==> src/rtl/dht11_pkg.sv <==
// Shared definitions for the DHT11 device-side emulator: state encoding,
// protocol phase durations (in microseconds), frame length and checksum helper.
package dht11_pkg;

  typedef enum logic [2:0] {
    ST_IDLE      = 3'd0,
    ST_HOST_LOW  = 3'd1,
    ST_RESP_WAIT = 3'd2,
    ST_RESP_LOW  = 3'd3,
    ST_RESP_HIGH = 3'd4,
    ST_BIT_LOW   = 3'd5,
    ST_BIT_HIGH  = 3'd6,
    ST_END_LOW   = 3'd7
  } dht_state_e;

  // Width of the per-state microsecond counter; it saturates at all-ones.
  localparam int US_CNT_W = 15;

  // Phase durations in microseconds.
  localparam int unsigned T_RESP_LOW_US   = 80;
  localparam int unsigned T_RESP_HIGH_US  = 80;
  localparam int unsigned T_BIT_LOW_US    = 50;
  localparam int unsigned T_BIT0_HIGH_US  = 26;
  localparam int unsigned T_BIT1_HIGH_US  = 70;
  localparam int unsigned T_END_LOW_US    = 50;

  // Time the bus gets to rise after a release before contention is judged.
  localparam int unsigned SETTLE_US       = 2;

  // Four data bytes plus checksum.
  localparam int unsigned FRAME_BITS      = 40;

  // Converts a microsecond constant to the counter width.
  function automatic logic [US_CNT_W-1:0] to_us(input int unsigned v);
    return US_CNT_W'(v);
  endfunction

  // Checksum is the plain byte sum modulo 256.
  function automatic logic [7:0] dht_checksum(input logic [7:0] a, input logic [7:0] b,
                                              input logic [7:0] c, input logic [7:0] d);
    logic [9:0] s;
    s = {2'b00, a} + {2'b00, b} + {2'b00, c} + {2'b00, d};
    return s[7:0];
  endfunction

endpackage

==> src/rtl/dht11_us_tick.sv <==
// One-microsecond strobe divider. tick is high for one cycle every
// CLK_FREQ/1e6 cycles; a synchronous reset restarts the period so the first
// tick arrives one full microsecond after the reset cycle.
module dht11_us_tick #(
  parameter int unsigned CLK_FREQ = 25000000
) (
  input  logic clk,
  input  logic reset,
  output logic tick
);

  localparam int unsigned DIV = (CLK_FREQ / 1000000 < 1) ? 1 : CLK_FREQ / 1000000;
  localparam int CW = (DIV > 1) ? $clog2(DIV) : 1;

  logic [CW-1:0] cnt_q, cnt_d;

  // Strobe on the last count of each period, then wrap.
  always_comb begin
    tick  = (cnt_q == CW'(DIV - 1));
    cnt_d = tick ? '0 : cnt_q + CW'(1);
  end

  // Period counter register.
  always_ff @(posedge clk) begin
    if (reset) cnt_q <= '0;
    else       cnt_q <= cnt_d;
  end

endmodule

==> src/rtl/dht11_sensor_emu.sv <==
// DHT11 device-side emulator. Waits for a host start pulse on the single-wire
// bus, then answers with the 80/80 us preamble and a 40-bit frame
// (hum_int, hum_dec, temp_int, temp_dec, checksum), MSB first. The bus is only
// ever pulled low (dht_oe=1) or released; the pull-up provides the high level.
// Optional build macro DHT11_EMU_FAULT_EN adds input fault_cksum which, when
// high at the start snapshot, inverts bit 0 of the transmitted checksum.
module dht11_sensor_emu
  import dht11_pkg::*;
#(
  parameter int unsigned CLK_FREQ      = 25000000,
  parameter int unsigned START_MIN_US  = 18000,
  parameter int unsigned RESP_DELAY_US = 30,
  parameter int unsigned ABORT_US      = 200
) (
  input  logic       clk,
  input  logic       reset,
  input  logic       dht_in,
  output logic       dht_oe,
  input  logic [7:0] hum_int,
  input  logic [7:0] hum_dec,
  input  logic [7:0] temp_int,
  input  logic [7:0] temp_dec,
`ifdef DHT11_EMU_FAULT_EN
  input  logic       fault_cksum,
`endif
  output logic       busy,
  output logic       done,
  output logic       collision
);

  localparam logic [US_CNT_W-1:0] START_TH = to_us(START_MIN_US);
  localparam logic [US_CNT_W-1:0] ABORT_TH = to_us(ABORT_US);
  localparam logic [US_CNT_W-1:0] DELAY_TH = to_us(RESP_DELAY_US);
  localparam logic [US_CNT_W-1:0] SETTLE_TH = to_us(SETTLE_US);

  logic                sync1_q, sync2_q;
  dht_state_e          state_q, state_d;
  logic [US_CNT_W-1:0] us_cnt_q, us_cnt_d;
  logic [39:0]         shift_q, shift_d;
  logic [5:0]          bit_cnt_q, bit_cnt_d;
  logic                dht_oe_q, dht_oe_d;
  logic                busy_q, busy_d;
  logic                done_q, done_d;
  logic                collision_q, collision_d;

  logic                tick;
  logic                tick_rst;
  logic [US_CNT_W-1:0] cur_dur;
  logic                timer_done;
  logic                released;
  logic                contention;
  logic                start_ok;
  logic                fault_bit;
  logic [7:0]          cksum;

`ifdef DHT11_EMU_FAULT_EN
  assign fault_bit = fault_cksum;
`else
  assign fault_bit = 1'b0;
`endif

  assign cksum = dht_checksum(hum_int, hum_dec, temp_int, temp_dec) ^ {7'b0, fault_bit};

  // The microsecond grid restarts on every state change so each phase lasts
  // exactly its nominal number of microseconds.
  assign tick_rst = reset || (state_d != state_q);

  dht11_us_tick #(
    .CLK_FREQ (CLK_FREQ)
  ) u_us_tick (
    .clk   (clk),
    .reset (tick_rst),
    .tick  (tick)
  );

  // Nominal length of the current timed phase; untimed states return 0.
  always_comb begin
    cur_dur = '0;
    case (state_q)
      ST_RESP_WAIT: cur_dur = DELAY_TH;
      ST_RESP_LOW:  cur_dur = to_us(T_RESP_LOW_US);
      ST_RESP_HIGH: cur_dur = to_us(T_RESP_HIGH_US);
      ST_BIT_LOW:   cur_dur = to_us(T_BIT_LOW_US);
      ST_BIT_HIGH:  cur_dur = shift_q[39] ? to_us(T_BIT1_HIGH_US) : to_us(T_BIT0_HIGH_US);
      ST_END_LOW:   cur_dur = to_us(T_END_LOW_US);
      default:      cur_dur = '0;
    endcase
  end

  // Next-state, counters, frame shifter and registered-output values.
  always_comb begin
    state_d     = state_q;
    us_cnt_d    = (tick && (us_cnt_q != '1)) ? us_cnt_q + US_CNT_W'(1) : us_cnt_q;
    shift_d     = shift_q;
    bit_cnt_d   = bit_cnt_q;
    collision_d = collision_q;

    timer_done = tick && (us_cnt_q == cur_dur - US_CNT_W'(1));
    released   = (state_q == ST_RESP_WAIT) || (state_q == ST_RESP_HIGH) ||
                 (state_q == ST_BIT_HIGH);
    contention = released && (us_cnt_q >= SETTLE_TH) && !sync2_q;
    // Long holds are never aborted: anything past ABORT_US is accepted the
    // same way as any other hold that reached the start minimum.
    start_ok   = (us_cnt_q >= START_TH) || ((ABORT_TH >= START_TH) && (us_cnt_q > ABORT_TH));

    case (state_q)
      ST_IDLE: begin
        if (!sync2_q) state_d = ST_HOST_LOW;
      end
      ST_HOST_LOW: begin
        if (sync2_q) begin
          if (start_ok) begin
            state_d     = ST_RESP_WAIT;
            shift_d     = {hum_int, hum_dec, temp_int, temp_dec, cksum};
            bit_cnt_d   = '0;
            collision_d = 1'b0;
          end else begin
            state_d = ST_IDLE;
          end
        end
      end
      ST_RESP_WAIT: if (timer_done) state_d = ST_RESP_LOW;
      ST_RESP_LOW:  if (timer_done) state_d = ST_RESP_HIGH;
      ST_RESP_HIGH: if (timer_done) state_d = ST_BIT_LOW;
      ST_BIT_LOW:   if (timer_done) state_d = ST_BIT_HIGH;
      ST_BIT_HIGH: begin
        if (timer_done) begin
          shift_d   = {shift_q[38:0], 1'b0};
          bit_cnt_d = bit_cnt_q + 6'd1;
          state_d   = (bit_cnt_q == 6'(FRAME_BITS - 1)) ? ST_END_LOW : ST_BIT_LOW;
        end
      end
      ST_END_LOW:   if (timer_done) state_d = ST_IDLE;
      default:      state_d = ST_IDLE;
    endcase

    // Someone else pulling the line during our released phase ends the frame.
    if (contention) begin
      state_d     = ST_IDLE;
      collision_d = 1'b1;
    end

    if (state_d != state_q) us_cnt_d = '0;

    dht_oe_d = (state_d == ST_RESP_LOW) || (state_d == ST_BIT_LOW) || (state_d == ST_END_LOW);
    busy_d   = (state_d != ST_IDLE) && (state_d != ST_HOST_LOW);
    done_d   = (state_q == ST_END_LOW) && (state_d == ST_IDLE);
  end

  // FSM, synchronizer and registered outputs.
  always_ff @(posedge clk) begin
    if (reset) begin
      sync1_q     <= 1'b1;
      sync2_q     <= 1'b1;
      state_q     <= ST_IDLE;
      us_cnt_q    <= '0;
      shift_q     <= '0;
      bit_cnt_q   <= '0;
      dht_oe_q    <= 1'b0;
      busy_q      <= 1'b0;
      done_q      <= 1'b0;
      collision_q <= 1'b0;
    end else begin
      sync1_q     <= dht_in;
      sync2_q     <= sync1_q;
      state_q     <= state_d;
      us_cnt_q    <= us_cnt_d;
      shift_q     <= shift_d;
      bit_cnt_q   <= bit_cnt_d;
      dht_oe_q    <= dht_oe_d;
      busy_q      <= busy_d;
      done_q      <= done_d;
      collision_q <= collision_d;
    end
  end

  assign dht_oe    = dht_oe_q;
  assign busy      = busy_q;
  assign done      = done_q;
  assign collision = collision_q;

endmodule

==> config.mk <==
export PLATFORM = sky130hd
export DESIGN_NAME = dht11_sensor_emu
export DESIGN_NICKNAME = d
export VERILOG_FILES = /design/src/rtl/dht11_pkg.sv /design/src/rtl/dht11_us_tick.sv /design/src/rtl/dht11_sensor_emu.sv
export SDC_FILE = /design/constraint.sdc
export NUM_CORES = 1
export LEC_CHECK = 0
export BUFFER_PORTS_ARGS = -buffer_cell sky130_fd_sc_hd__buf_2
export CORE_MARGIN = 4
export CORE_UTILIZATION = 65
export DETAILED_ROUTE_END_ITERATION = 10
export HOLD_SLACK_MARGIN = 0.03
export PLACE_DENSITY = 0.94
export SYNTH_ARGS = -nofsm -noshare
export SYNTH_HDL_FRONTEND = slang
export SYNTH_SLANG_ARGS = --single-unit
export TNS_END_PERCENT = 100
==> constraint.sdc <==
create_clock -name clk -period 6.53 [get_ports clk]
set_input_delay 0.9795 -clock clk [delete_from_list [all_inputs] [get_ports clk]]
set_output_delay 0.9795 -clock clk [all_outputs]
set_load 0.02 [all_outputs]
==> results.tsv <==
metric	value	unit
gp_congestion	0.882	
ys_warn_count	0	
fp-row-count	29	
swShare	27.8	%
grt_antenna_before_repair	0	
crit_path_max_fanout	38	
layout_min_cycle_time	3.73	ns
wl_per_cell	17.4	um
yosysTopAreaCell	dfxtp_1	
vias_per_cell	6.62	
yosys-top-cells-count	75 x dfxtp_1, 48 x nor3_1, 41 x a211oi_1	
grt_max_degree	49	
overflow	0	
ys_top_cells_by_area	dfxtp_1 34%, mux2i_1 8.1%, a211oi_1 6.9%, fa_1 6.3%, nor3_1 5.4%	
die_x	90.8	um
synth_edf_count	0	
drt-initial-drc-count	378	
synthAdderAreaFrac	10.2	%
final_util	73.8	%
final_nets	584	
core	6490	sq um
yosysTopAreaCellShare	33.7	%
finalSetupViolCount	0	
synth_seq_area_share	33.7	%
fin_skew	0.0142	ns
place_inst	587	
dr_total_vias	3989	
cts_hold_buf	0	
ios	39	
worstMarginPinSlew	1.14	ns
dpl-instance-area	4610	sq um
synth_nets	571	
hp-class	flop to flop	
fmax	0.268	GHz
drc	0	
syn-mean-instance-area	8.78	sq um
cts.sinks	75	
hold_viol	0	
synthSimpleGateAreaFrac	20.1	%
final_area	4790	sq um
ys_async_sr_fraction	0	%
drive_above_1_share	12.4	%
die_y	90.8	um
cp-start-kind	flop	
internal_power	716	uW
fin_cells	603	
fill_cells	465	
clock_path_buffers	2	
dieArea	8250	sq um
grtUsageTotal	26.0	%
slew_violations	0	
status	finished clean	
p_sw	276	uW
clock_latency	0.35	ns
ant_nets	0	
hpwl	7320	um
critPathKind	flop to flop	
synth_cell_type_count	55	
total_power	991	uW
synth_compound_area_share	17.4	%
crit_arrival	3.92	ns
cts_resized	0	
cts_tree	yes	
syn_area	4460	sq um
firstDrtPassIters	7	
post-place-ws	2.67	ns
rrSetupSlack	2.80	ns
setup_slack	2.80	ns
seqPwrFrac	46.6	%
grt_pass1_wl	17700	um
io_buffers	38	
synthCells	508	
syn_to_final_growth	7.52	%
p_comb_share	18.6	%
antenna_cells	0	
slew_headroom	24.0	%
rsz0062_at_grt	no	
finalWirelength	10500	um
p_per_area	207	nW/um^2
cp-end-kind	flop	
yosys.cell_count.top_type	dfxtp_1	
cap_violations	0	
grt_pass1_vias	3747	
htreeDepth	3	
cts_buffers	9	
cts-root-buf	clkbuf_8	
peakVddDrop	0.219	mV
fin_tns_setup	0	ns
hold-worst-slack	0.400	ns
synth-seq-cells	75	
critical_path_required	6.72	ns
p_leak	1.95	nW
synth_xor_area_share	5.11	%
cts.reportedPaths.clkPinSlew	0.08	ns
period_share	57.2	%
start_util	68.7	%
yosys_most_used_dff	dfxtp_1	
synth_mux_area_share	8.08	%
clkPwrFrac	34.8	%
synth_top_family_by_area	simple AND/OR/NAND/NOR gates	
post_cts_buffers	0	
-- layout make-up --
type | count | area, sq um | area share, %
multi-input combinational | 374 | 2720 | 56.7
sequential | 75 | 1500 | 31.3
timing repair buffer | 43 | 228 | 4.75
clock buffer | 11 | 131 | 2.74
tap | 77 | 96.3 | 2.01
inverter | 18 | 67.6 | 1.41
clock inverter | 5 | 53.8 | 1.12
-- logic make-up after synthesis --
group,after synthesis
AOI/OAI and AO/OA,110
and+or+nand+nor,174
buffers and inverters,59
adders and majority gates,28
xor gates and xnor gates,26
muxes,36
DFF,75
-- flip-flops by register name (all words and copies together), names as in the netlist --
name and flops:
sync2_q 1, bit_cnt_q 6, sync1_q 1, collision 1, us_cnt_q 15, shift_q 40
dht_oe 1, u_us_tick.cnt_q 5, busy 1, done 1, state_q 3
-- layer usage --
| layer | wire [um] | GRT usage [%] |
|---|---|---|
| met1 | 4520 | 34.4 |
| met2 | 4920 | 40.9 |
| met4 | 280 | 9.80 |
| met3 | 787 | 6.92 |
| met5 | 0 | 0 |
-- power groups by stage --
stage	Combinational, mW	Sequential [mW]	Clock, mW
6_report	0.184	0.462	0.345
3_3_place_gp	0.164	0.472	0
4_1_cts	0.181	0.462	0.351
5_1_grt	0.200	0.462	0.370
2_1_floorplan	0.124	0.472	0
3_5_place_dp	0.174	0.473	0
-- placed cells by master (no fill, tap or decap), drive strengths merged, types with 13 or more instances in the layout --
| master | n |
|---|---|
| xnor2 | 18 |
| nand2 | 25 |
| nor3 | 48 |
| inv | 18 |
| nor2 | 33 |
| a211oi | 41 |
| dfxtp | 75 |
| buf | 43 |
| nand3 | 15 |
| a21oi | 18 |
| mux2i | 36 |
| fa | 14 |
| ha | 14 |
| o21ai | 13 |
-- final timing paths --
path	from	endpoint	depth (start not counted)
worst max register to register	state_q[1]	shift_q[36]	10
worst max-delay path	state_q[1]	shift_q[36]	10
worst min register to register	sync1_q	sync2_q	1
worst min-delay path	sync1_q	sync2_q	1
-- critical path: stages (launching register included) --
cell and delay, ns:
dfxtp_1 0.64, nor2b_1 0.34, o21ai_0 0.14, ha_1 0.25, xor2_1 0.49, nand3_1 0.18, o32a_1 0.22, or4_1 0.63
nand2_1 0.12, buf_4 0.37, a211oi_1 0.17
Note: power is estimated with default switching activity, not from simulation.
